File: src/rtl/cmd_decoder.sv
// Byte-stream command decoder: pops commands from an RX FIFO, drives a settings register file,
// trigger pulses, a readback word and a soft reset. Define CMD_TIMEOUT_EN to abort stalled payloads.
module cmd_decoder #(
    parameter int unsigned NUM_REGS  = 4,
    parameter int unsigned NUM_TRIG  = 4,
    parameter int unsigned PULSE_LEN = 2,
    parameter int unsigned TIMEOUT   = 1024
) (
    input  logic                    clk,
    input  logic                    rst_n,
    input  logic [7:0]              rx_rdata,
    input  logic                    rx_rempty,
    output logic                    rx_rinc,
    input  logic                    src_busy,
    output logic [NUM_TRIG-1:0]     trig,
    input  logic [NUM_TRIG-1:0]     trig_busy,
    output logic [NUM_REGS*8-1:0]   regs,
    output logic [15:0]             rd_data,
    output logic                    rd_avail,
    input  logic                    rd_accept,
    output logic                    soft_rst,
    output logic [7:0]              err_count
);

    localparam int unsigned AW = (NUM_REGS > 1) ? $clog2(NUM_REGS) : 1;
    localparam int unsigned CW = (NUM_TRIG > 1) ? $clog2(NUM_TRIG) : 1;
    localparam logic [7:0]  CMD_SRST = 8'hFF;
    localparam logic [7:0]  CMD_WR   = 8'h40;
    localparam logic [7:0]  CMD_RD   = 8'h80;

    typedef enum logic [2:0] {
        IDLE, PAYLOAD, EXEC, TRIG_WAIT, TRIG_PULSE, RD_WAIT, SOFT_RST
    } state_t;

    state_t                 state_q, state_d;
    logic                   is_wr_q, is_wr_d;
    logic                   have_addr_q, have_addr_d;
    logic [7:0]             addr_q, addr_d;
    logic [7:0]             wdata_q, wdata_d;
    logic [5:0]             ch_q, ch_d;
    logic [7:0]             pulse_q, pulse_d;
    logic [NUM_TRIG-1:0]    trig_d;
    logic                   rinc_d;
    logic [15:0]            rd_data_d;
    logic                   rd_avail_d;
    logic                   soft_rst_d;
    logic                   err_inc;
    logic                   reg_we;
    logic                   reg_clr;
    logic                   pop;
    logic                   addr_ok;
    logic                   ch_ok;
    logic [AW-1:0]          addr_idx;
    logic [CW-1:0]          ch_idx;
    logic [7:0]             reg_q [NUM_REGS];

    // A pop needs a non-empty, idle source and no pop still in flight
    assign pop      = !rx_rempty && !src_busy && !rx_rinc &&
                      (state_q == IDLE || state_q == PAYLOAD);
    assign addr_ok  = 32'(addr_q) < NUM_REGS;
    assign ch_ok    = 32'(rx_rdata[5:0]) < NUM_TRIG;
    assign addr_idx = addr_q[AW-1:0];
    assign ch_idx   = ch_q[CW-1:0];

    for (genvar k = 0; k < int'(NUM_REGS); k++) begin : g_flat
        assign regs[8*k +: 8] = reg_q[k];
    end

`ifdef CMD_TIMEOUT_EN
    localparam int unsigned TMW = $clog2(TIMEOUT + 1);
    logic [TMW-1:0] tmo_q;
    logic           tmo_hit;
    assign tmo_hit = (tmo_q == TMW'(TIMEOUT - 1));

    always_ff @(posedge clk) begin
        if (!rst_n || state_q != PAYLOAD || pop) tmo_q <= '0;
        else                                     tmo_q <= tmo_q + TMW'(1);
    end
`endif

    always_comb begin
        state_d     = state_q;
        is_wr_d     = is_wr_q;
        have_addr_d = have_addr_q;
        addr_d      = addr_q;
        wdata_d     = wdata_q;
        ch_d        = ch_q;
        pulse_d     = pulse_q;
        trig_d      = trig;
        rinc_d      = pop;
        rd_data_d   = rd_data;
        rd_avail_d  = rd_avail;
        soft_rst_d  = 1'b0;
        err_inc     = 1'b0;
        reg_we      = 1'b0;
        reg_clr     = 1'b0;
        case (state_q)
            IDLE: begin
                if (pop) begin
                    if (rx_rdata == CMD_SRST) begin
                        state_d = SOFT_RST;
                    end else if (rx_rdata[7:6] == 2'b00) begin
                        if (ch_ok) begin
                            ch_d    = rx_rdata[5:0];
                            state_d = TRIG_WAIT;
                        end else begin
                            err_inc = 1'b1;
                        end
                    end else if (rx_rdata == CMD_WR || rx_rdata == CMD_RD) begin
                        is_wr_d     = (rx_rdata == CMD_WR);
                        have_addr_d = 1'b0;
                        state_d     = PAYLOAD;
                    end else begin
                        err_inc = 1'b1;
                    end
                end
            end
            PAYLOAD: begin
                if (pop) begin
                    if (!have_addr_q) begin
                        addr_d      = rx_rdata;
                        have_addr_d = 1'b1;
                        if (!is_wr_q) state_d = EXEC;
                    end else begin
                        wdata_d = rx_rdata;
                        state_d = EXEC;
                    end
                end
`ifdef CMD_TIMEOUT_EN
                else if (tmo_hit) begin
                    err_inc = 1'b1;
                    state_d = IDLE;
                end
`endif
            end
            EXEC: begin
                state_d = IDLE;
                if (!addr_ok) begin
                    err_inc = 1'b1;
                end else if (is_wr_q) begin
                    reg_we = 1'b1;
                end else begin
                    rd_data_d  = {addr_q, reg_q[addr_idx]};
                    rd_avail_d = 1'b1;
                    state_d    = RD_WAIT;
                end
            end
            TRIG_WAIT: begin
                if (!trig_busy[ch_idx]) begin
                    trig_d  = NUM_TRIG'(1) << ch_idx;
                    pulse_d = 8'(PULSE_LEN - 1);
                    state_d = TRIG_PULSE;
                end
            end
            TRIG_PULSE: begin
                if (pulse_q == 8'd0) begin
                    trig_d  = '0;
                    state_d = IDLE;
                end else begin
                    pulse_d = pulse_q - 8'd1;
                end
            end
            RD_WAIT: begin
                if (rd_accept) begin
                    rd_avail_d = 1'b0;
                    state_d    = IDLE;
                end
            end
            SOFT_RST: begin
                soft_rst_d = 1'b1;
                reg_clr    = 1'b1;
                state_d    = IDLE;
            end
            default: state_d = IDLE;
        endcase
    end

    always_ff @(posedge clk) begin
        if (!rst_n) begin
            state_q     <= IDLE;
            is_wr_q     <= 1'b0;
            have_addr_q <= 1'b0;
            addr_q      <= '0;
            wdata_q     <= '0;
            ch_q        <= '0;
            pulse_q     <= '0;
            trig        <= '0;
            rx_rinc     <= 1'b0;
            rd_data     <= '0;
            rd_avail    <= 1'b0;
            soft_rst    <= 1'b0;
            err_count   <= '0;
            for (int unsigned i = 0; i < NUM_REGS; i++) reg_q[i] <= '0;
        end else begin
            state_q     <= state_d;
            is_wr_q     <= is_wr_d;
            have_addr_q <= have_addr_d;
            addr_q      <= addr_d;
            wdata_q     <= wdata_d;
            ch_q        <= ch_d;
            pulse_q     <= pulse_d;
            trig        <= trig_d;
            rx_rinc     <= rinc_d;
            rd_data     <= rd_data_d;
            rd_avail    <= rd_avail_d;
            soft_rst    <= soft_rst_d;
            if (err_inc && err_count != 8'hFF) err_count <= err_count + 8'd1;
            if (reg_clr) begin
                for (int unsigned i = 0; i < NUM_REGS; i++) reg_q[i] <= '0;
            end else if (reg_we) begin
                reg_q[addr_idx] <= wdata_q;
            end
        end
    end

endmodule

File: config.mk
export PLATFORM = sky130hd
export DESIGN_NAME = cmd_decoder
export DESIGN_NICKNAME = d
export VERILOG_FILES = /design/src/rtl/cmd_decoder.sv
export SDC_FILE = /design/constraint.sdc
export NUM_CORES = 1
export LEC_CHECK = 0
export CAP_MARGIN = 20
export CORE_AREA = 4 4 95 97
export DETAILED_ROUTE_END_ITERATION = 8
export DIE_AREA = 0 0 99 101
export PLACE_DENSITY = 0.79
export SYNTH_ARGS = -nofsm -noshare
export SYNTH_HDL_FRONTEND = slang
export SYNTH_SLANG_ARGS = --single-unit
File: constraint.sdc
create_clock -name clk -period 3 [get_ports clk]
set_input_delay 0.9 -clock clk [delete_from_list [all_inputs] [get_ports clk]]
set_output_delay 0.9 -clock clk [all_outputs]
set_load 0.005 [all_outputs]
==> out/summary.txt, run 1 <==
Critical path class = input port to flop
DRC viols = 0
GRT Residual Overflow = 0
Setup Skew = 0.0112 ns
Synth cell types = 55
Die height = 101 um
Worst r2r dst = reg_q[0][0]
Via count = 3239
Pins Over Slew Limit = 0
RSZ-0062 raised after global routing = no
Critical Path RT = 3.29 ns
Fmax = 0.385 GHz
Seq cells post-synth = 94
Area grow syn2layout = 28.2%
Most frequent cells in the layout = 79 x clkdlybuf4s50_1, 62 x dfxtp_1, 42 x nor2_1
Sequential share of the synthesized area = 52.7%
Most common cell after layout, fill and taps aside = clkdlybuf4s50_1
Setup TNS = 0 ns
Worst vdd ir = 0.000213 V
DRT Pass-1 Iters = 4
Hold buffers post-CTS = 0
Min-Delay Path Class = flop to flop
Die footprint = 10000 um2
R2r setup slk = 0.65 ns
Ys async rst share = 0%
# fillers = 644
Post-synth top flop = dfxtp_1
Htree depth = 3
GRT Overall Usage = 19.3%
Max Fanout on Critical Path = 16
WL per Instance = 15.9 um
Leak = 2.05 nW
Crit end category = flop
Cell Rows = 33
Clk sink count = 94
Relative slew slack = 57.2%
Post-CTS Repair Setup Buffers = 0
Initial DRC count = 128
PortBufs = 79
Post-CTS Resized = 0
Vias in the first global route = 3089
Width of the chip = 99 um
CP startpoint kind = input port
Top Ports = 80
Min-Delay Endpoint = rd_data[7]
DPL Wire Length = 6980 um
Worst Reg-to-Reg Cells = 5
Syn_area_per_cell = 10.6 um2
Initial antenna violation count = 0
Final #Nets = 498
Largest net degree at the start of global routing = 45
Core area = 8130 um2
CTS clock-pin slew for the worst setup and hold paths = 0.09 ns
Clk root buf = clkbuf_8
Net Count, Synth = 412
Power per cell area = 442 nW/um2
EDFF count, synth = 32
Tcrit/Tclk final = 86.6%
Fin. Hold Viols = 0
Post-Synthesis Cells = 393
Mapped Area = 4180 um2
Number of max-cap violations = 0
Status = complete, no violations
Post-route ant nets = 0
Final Critical Period = 2.60 ns
Starting Density = 51.3%
First-pass GRT wire length = 15300 um
Clock Path Buffers = 2
Via density = 5.50
Placer Congestion = 0.800
Final WL = 9370 um
Clock latency on the worst-skew pair = 0.36 ns
Worst Hold Depth = 2
Synth warnings = 0
TritonCTS buffer count = 9
CTS tree = yes
Ant. Diodes = 0
Final setup viols = 0
HP Start = rd_data[7]
Critical R2R Launch = addr_q[4]
Min Hold Slack = 0.459 ns
Share of layout cells above drive strength 1 = 11.0%
Actual slew at the worst max-slew pin = 0.636 ns
Worst path arrival time = 2.89 ns
## synth_stat cells, types with 2 or more instances
cell type / count / area (um2)
nand4_1: 3 / 18.8
ha_1: 2 / 25.0
o21a_1: 2 / 15.0
dfxtp_1: 62 / 1240
clkbuf_1: 13 / 48.8
o31ai_1: 5 / 37.5
nor3b_1: 4 / 30.0
edfxtp_1: 32 / 961
o21ai_0: 8 / 40.0
or3b_1: 2 / 17.5
a211oi_1: 2 / 15.0
or4_1: 4 / 30.0
o311ai_0: 2 / 17.5
xor2_1: 6 / 52.6
nor4_4: 2 / 42.5
and3_1: 20 / 125
nand2_1: 36 / 135
nor3_1: 7 / 35.0
nand2b_1: 4 / 25.0
and2_1: 26 / 163
nor2b_1: 7 / 43.8
inv_1: 5 / 18.8
nand3_1: 5 / 25.0
o211ai_1: 5 / 37.5
mux4_2: 9 / 203
buf_2: 8 / 40.0
nor2_1: 42 / 158
a21oi_1: 22 / 110
mux2i_1: 21 / 210
or2_2: 2 / 12.5
## metal layers
metal | GRT usage (%) | vias up | part of all wire [%]
met5 | 0 | - | 0
met4 | 5.78 | 0 | 1.1
met3 | 3.60 | 10 | 6.2
met2 | 32.2 | 102 | 48
li1 | - | 1585 | -
met1 | 25.7 | 1542 | 44
## cell type report
| class | count | area (um2) | share of cell area (%) |
|---|---|---|---|
| inverter | 6 | 22.5 | 0.421 |
| multi-input combinational | 272 | 1860 | 34.8 |
| clock buffer | 10 | 128 | 2.38 |
| clock inverter | 6 | 77.6 | 1.45 |
| timing repair buffer | 96 | 931 | 17.4 |
| tap | 105 | 131 | 2.45 |
| sequential | 94 | 2200 | 41.1 |
## sequential cells by signal, indices dropped and copies added (netlist names)
name and cells:
rd_data 16, have_addr_q 1, err_count 8, pulse_q 8, is_wr_q 1, trig 4, soft_rst 1, rx_rinc 1
ch_q 2, addr_q 8, reg_q 32, state_q 3, wdata_q 8, rd_avail 1
## worst max-delay path: stages
cell             delay [ns]
clkdlybuf4s50_1        0.59
nor2_1                 0.10
o211ai_1               0.22
a32oi_1                0.21
buf_12                 0.21
or4_1                  0.50
a21oi_1                0.16
## cell families after synthesis
logic type	count (synthesis)	share of synthesized area, %
buffers and inverters	27	2.67
and+or+nand+nor	176	23.2
adders and majority gates	2	0.599
muxes	30	9.89
xor gates and xnor gates	7	1.47
DFF	94	52.7
AOI/OAI and AO/OA	57	9.44
## power breakdown
part	leakage (nW)	switching, W	internal [W]
registers	0.830	0.0000158	0.00133
logic	1.12	0.0000731	0.0000818
clock network	0.101	0.000461	0.000402
total	2.05	0.000550	0.00182
## stage by stage
step | utilization, % | worst slack (ns) | cell area (um2) | cells | total power, W
after floorplan | - | 0.428 | 4180 | 393 | 0.00144
after global placement | 63.3 | 0.0818 | 5150 | 573 | 0.00153
after detailed placement | 63.3 | 0.0702 | 5150 | 573 | 0.00153
after CTS | 65.8 | 0.449 | 5360 | 589 | 0.00238
after global routing | 65.8 | 0.307 | 5360 | 589 | 0.00245
final | 65.8 | 0.401 | 5360 | 589 | 0.00237
## worst max-delay path by stage
stage                 from  slack [ns]  cells past startpoint      endpoint
2_1_floorplan        rst_n        0.43                      5   reg_q[2][0]
3_3_place_gp   rx_rdata[2]        0.08                      7  err_count[6]
3_5_place_dp     rx_rempty        0.07                      6  err_count[5]
4_1_cts          rx_rempty        0.45                      6  err_count[5]
5_1_grt        rx_rdata[2]        0.31                      7  err_count[6]
6_report       rx_rdata[1]        0.40                      7  err_count[5]
Note: power is estimated with default switching activity, not from simulation.
==> inputs of run 2 (changes only) <==
Settings changed: ABC_CLOCK_PERIOD_IN_PS from default to 3000.
==> results of run 2 <==
Final layout, timing and power as in run 1 (identical DEF).
==> RTL edit: new RTL, flow settings as in run 1 <==
Change the parameter `NUM_TRIG` from 4 to 8.
--- a/src/rtl/cmd_decoder.sv
+++ b/src/rtl/cmd_decoder.sv
@@ -2,7 +2,7 @@
 // trigger pulses, a readback word and a soft reset. Define CMD_TIMEOUT_EN to abort stalled payloads.
 module cmd_decoder #(
     parameter int unsigned NUM_REGS  = 4,
-    parameter int unsigned NUM_TRIG  = 4,
+    parameter int unsigned NUM_TRIG  = 8,
     parameter int unsigned PULSE_LEN = 2,
     parameter int unsigned TIMEOUT   = 1024
 ) (
Ports: changed (resized trig and trig_busy); port bits go from 80 to 88. No check against the original RTL was run, so the function may have changed too.
==> RTL edit against run 1 <==
  * Cell area is 6.4% higher
  * Sequential share of layout area shrank 0.73 points
  * Synthesized area rose by 7.7%
  * First-iteration DRC count up 50%
  * Clock power up 3.4%
  * Global-route usage is 1.6 points higher
  * Sequential power is 4% higher
  * Sequential cell count rose by 5
  * Count of clock-buffer cells in the layout is 1 lower
  * Clock skew about the same
  * Routed wire length rose by 10%
  * Setup slack better by 0.059 ns
  * Power is 4.1% higher
  * Critical path type unchanged
  * Largest cell class unchanged
==> RTL edit: results (changes against run 1) <==
Place
  • Dpl hpwl: 7520 µm (was 6980 µm)
  • Routability congestion estimate from global placement: 0.844 (was 0.800)
  • Input/output buffers: 87 (was 79)
  • Placed inst area: 0.00549 mm² (was 0.00515 mm²)
  • DP Worst Slack: 0.146 ns (was 0.0702 ns)
  • # placed instances: 620 (was 573)

Outcome
  • Status: finished, final reports clean (unchanged)

Worst setup path
  • Worst Path Arrival: 2.83 ns (was 2.89 ns)
  • Crit Path Max Fanout: 14 (was 16)
  • Reg2Reg Depth: 7 (was 5)
  • Reg2Reg Launch Point: pulse_q[0] (was addr_q[4])
  • RR Endpoint: state_q[0] (was reg_q[0][0])
  • Flop2flop setup slack: 0.78 ns (was 0.65 ns)

Worst hold path
  • Hold Path Origin: rd_data[2] (was rd_data[7])
  • WHS Endpoint: rd_data[2] (was rd_data[7])
  • Worst hold path class: flop to flop (unchanged)

Power and ir drop
  • P_int: 1.88 mW (was 1.82 mW)
  • Worst vdd ir: 0.260 mV (was 0.213 mV)
  • Clk pwr share: 0.362 (was 0.365)
  • Sequential share of power: 0.574 (was 0.570)
  • Clk power: 0.892 mW (was 0.863 mW)
  • Pleak: 2.20 nW (was 2.05 nW)

Finish
  • Non-filler instance count after layout: 636 (was 589)
  • Layout cells sized above 1: 0.105 (was 0.110)
  • Filler cells: 632 (was 644)
  • Fin nets: 549 (was 498)

Timing
  • Worst-margin pin slew: 0.562 ns (was 0.636 ns)
  • Worst hold margin: 0.459 ns (about the same)
  • Fin Clk Skew: 0.0110 ns (was 0.0112 ns)

Yosys
  • Top area cells in the synthesized netlist: dfxtp_1 (30%), edfxtp_1 (21%), mux2i_1 (6.7%) (was dfxtp_1 (30%), edfxtp_1 (23%), mux2i_1 (5.0%))
  • Synth Area per Inst: 10.2 µm² (was 10.6 µm²)
  • Synth cell count leaders: dfxtp_1 (67), nor2_1 (43), nand2_1 (38) (was dfxtp_1 (62), nor2_1 (42), nand2_1 (36))
  • Post-synth ARST share: 0 (unchanged)
  • Sequential fraction of the synthesis area: 0.512 (was 0.527)
  • Synthesized net count: 463 (was 412)
  • Netlist cell types: 63 (was 55)

Global routing
  • Wire length of the first global-routing pass: 16700 µm (was 15300 µm)
  • Vias in the first global route: 3435 (was 3089)
  • Largest net degree at the start of global routing: 51 (was 45)
  • Overall routing resource usage: 0.209 (was 0.193)

Clock network
  • Root buf cell: clkbuf_8 (unchanged)
  • Num CTS Buffers: 9 (unchanged)

Route
  • DR iter-0 viols: 192 (was 128)
  • Post-DR wirelength/cell: 16.2 µm (was 15.9 µm)
  • Avg Vias per Cell: 5.69 (was 5.50)
  • Drt pass-1 iters: 5 (was 4)
[RTL edit: worst max path at each step]
stage / depth (start not counted) / end / start / slack (ns)
floorplan: 3 / reg_q[1][0] / rst_n / 0.68
global placement: 7 / err_count[3] / rx_rdata[1] / 0.20
detailed placement: 7 / err_count[5] / rx_rdata[1] / 0.15
CTS: 7 / err_count[1] / rx_rdata[1] / 0.50
global route: 7 / err_count[1] / rx_rdata[1] / 0.36
finish: 7 / err_count[1] / rx_rdata[1] / 0.46
[RTL edit: kinds of logic after synthesis]
kind of cell               share of synthesized area
and+or+nand+nor                                0.228
DFF                                            0.512
AOI/OAI and AO/OA                              0.108
muxes                                          0.109
buffers and inverters                         0.0350
adders and majority gates                    0.00556
xor gates and xnor gates                     0.00195
[RTL edit: per-layer routing]
layer	GRT usage	routed length [µm]	share of wire	vias to the layer above
met2	0.375	5260	0.51	113
li1	-	-	-	1761
met4	0.0609	154	0.015	0
met3	0.0484	632	0.061	16
met5	0	0	0	-
met1	0.250	4270	0.41	1726
[RTL edit: cell type report]
| cell class | instances | area [µm²] | area share |
|---|---|---|---|
| flip-flops and latches | 99 | 2300 | 0.404 |
| multi-input cells | 304 | 2040 | 0.358 |
| repair buffers | 102 | 983 | 0.173 |
| well taps | 105 | 131 | 0.0231 |
| clock buffers | 9 | 124 | 0.0217 |
| clock inverters | 7 | 82.6 | 0.0145 |
| inverters | 10 | 37.5 | 0.00659 |
[RTL edit: critical path: stages]
cell	delay [ns]
clkdlybuf4s50_1	0.52
nor3_1	0.44
o211ai_1	0.18
a32oi_1	0.28
buf_4	0.23
o21ai_0	0.12
a21oi_1	0.16
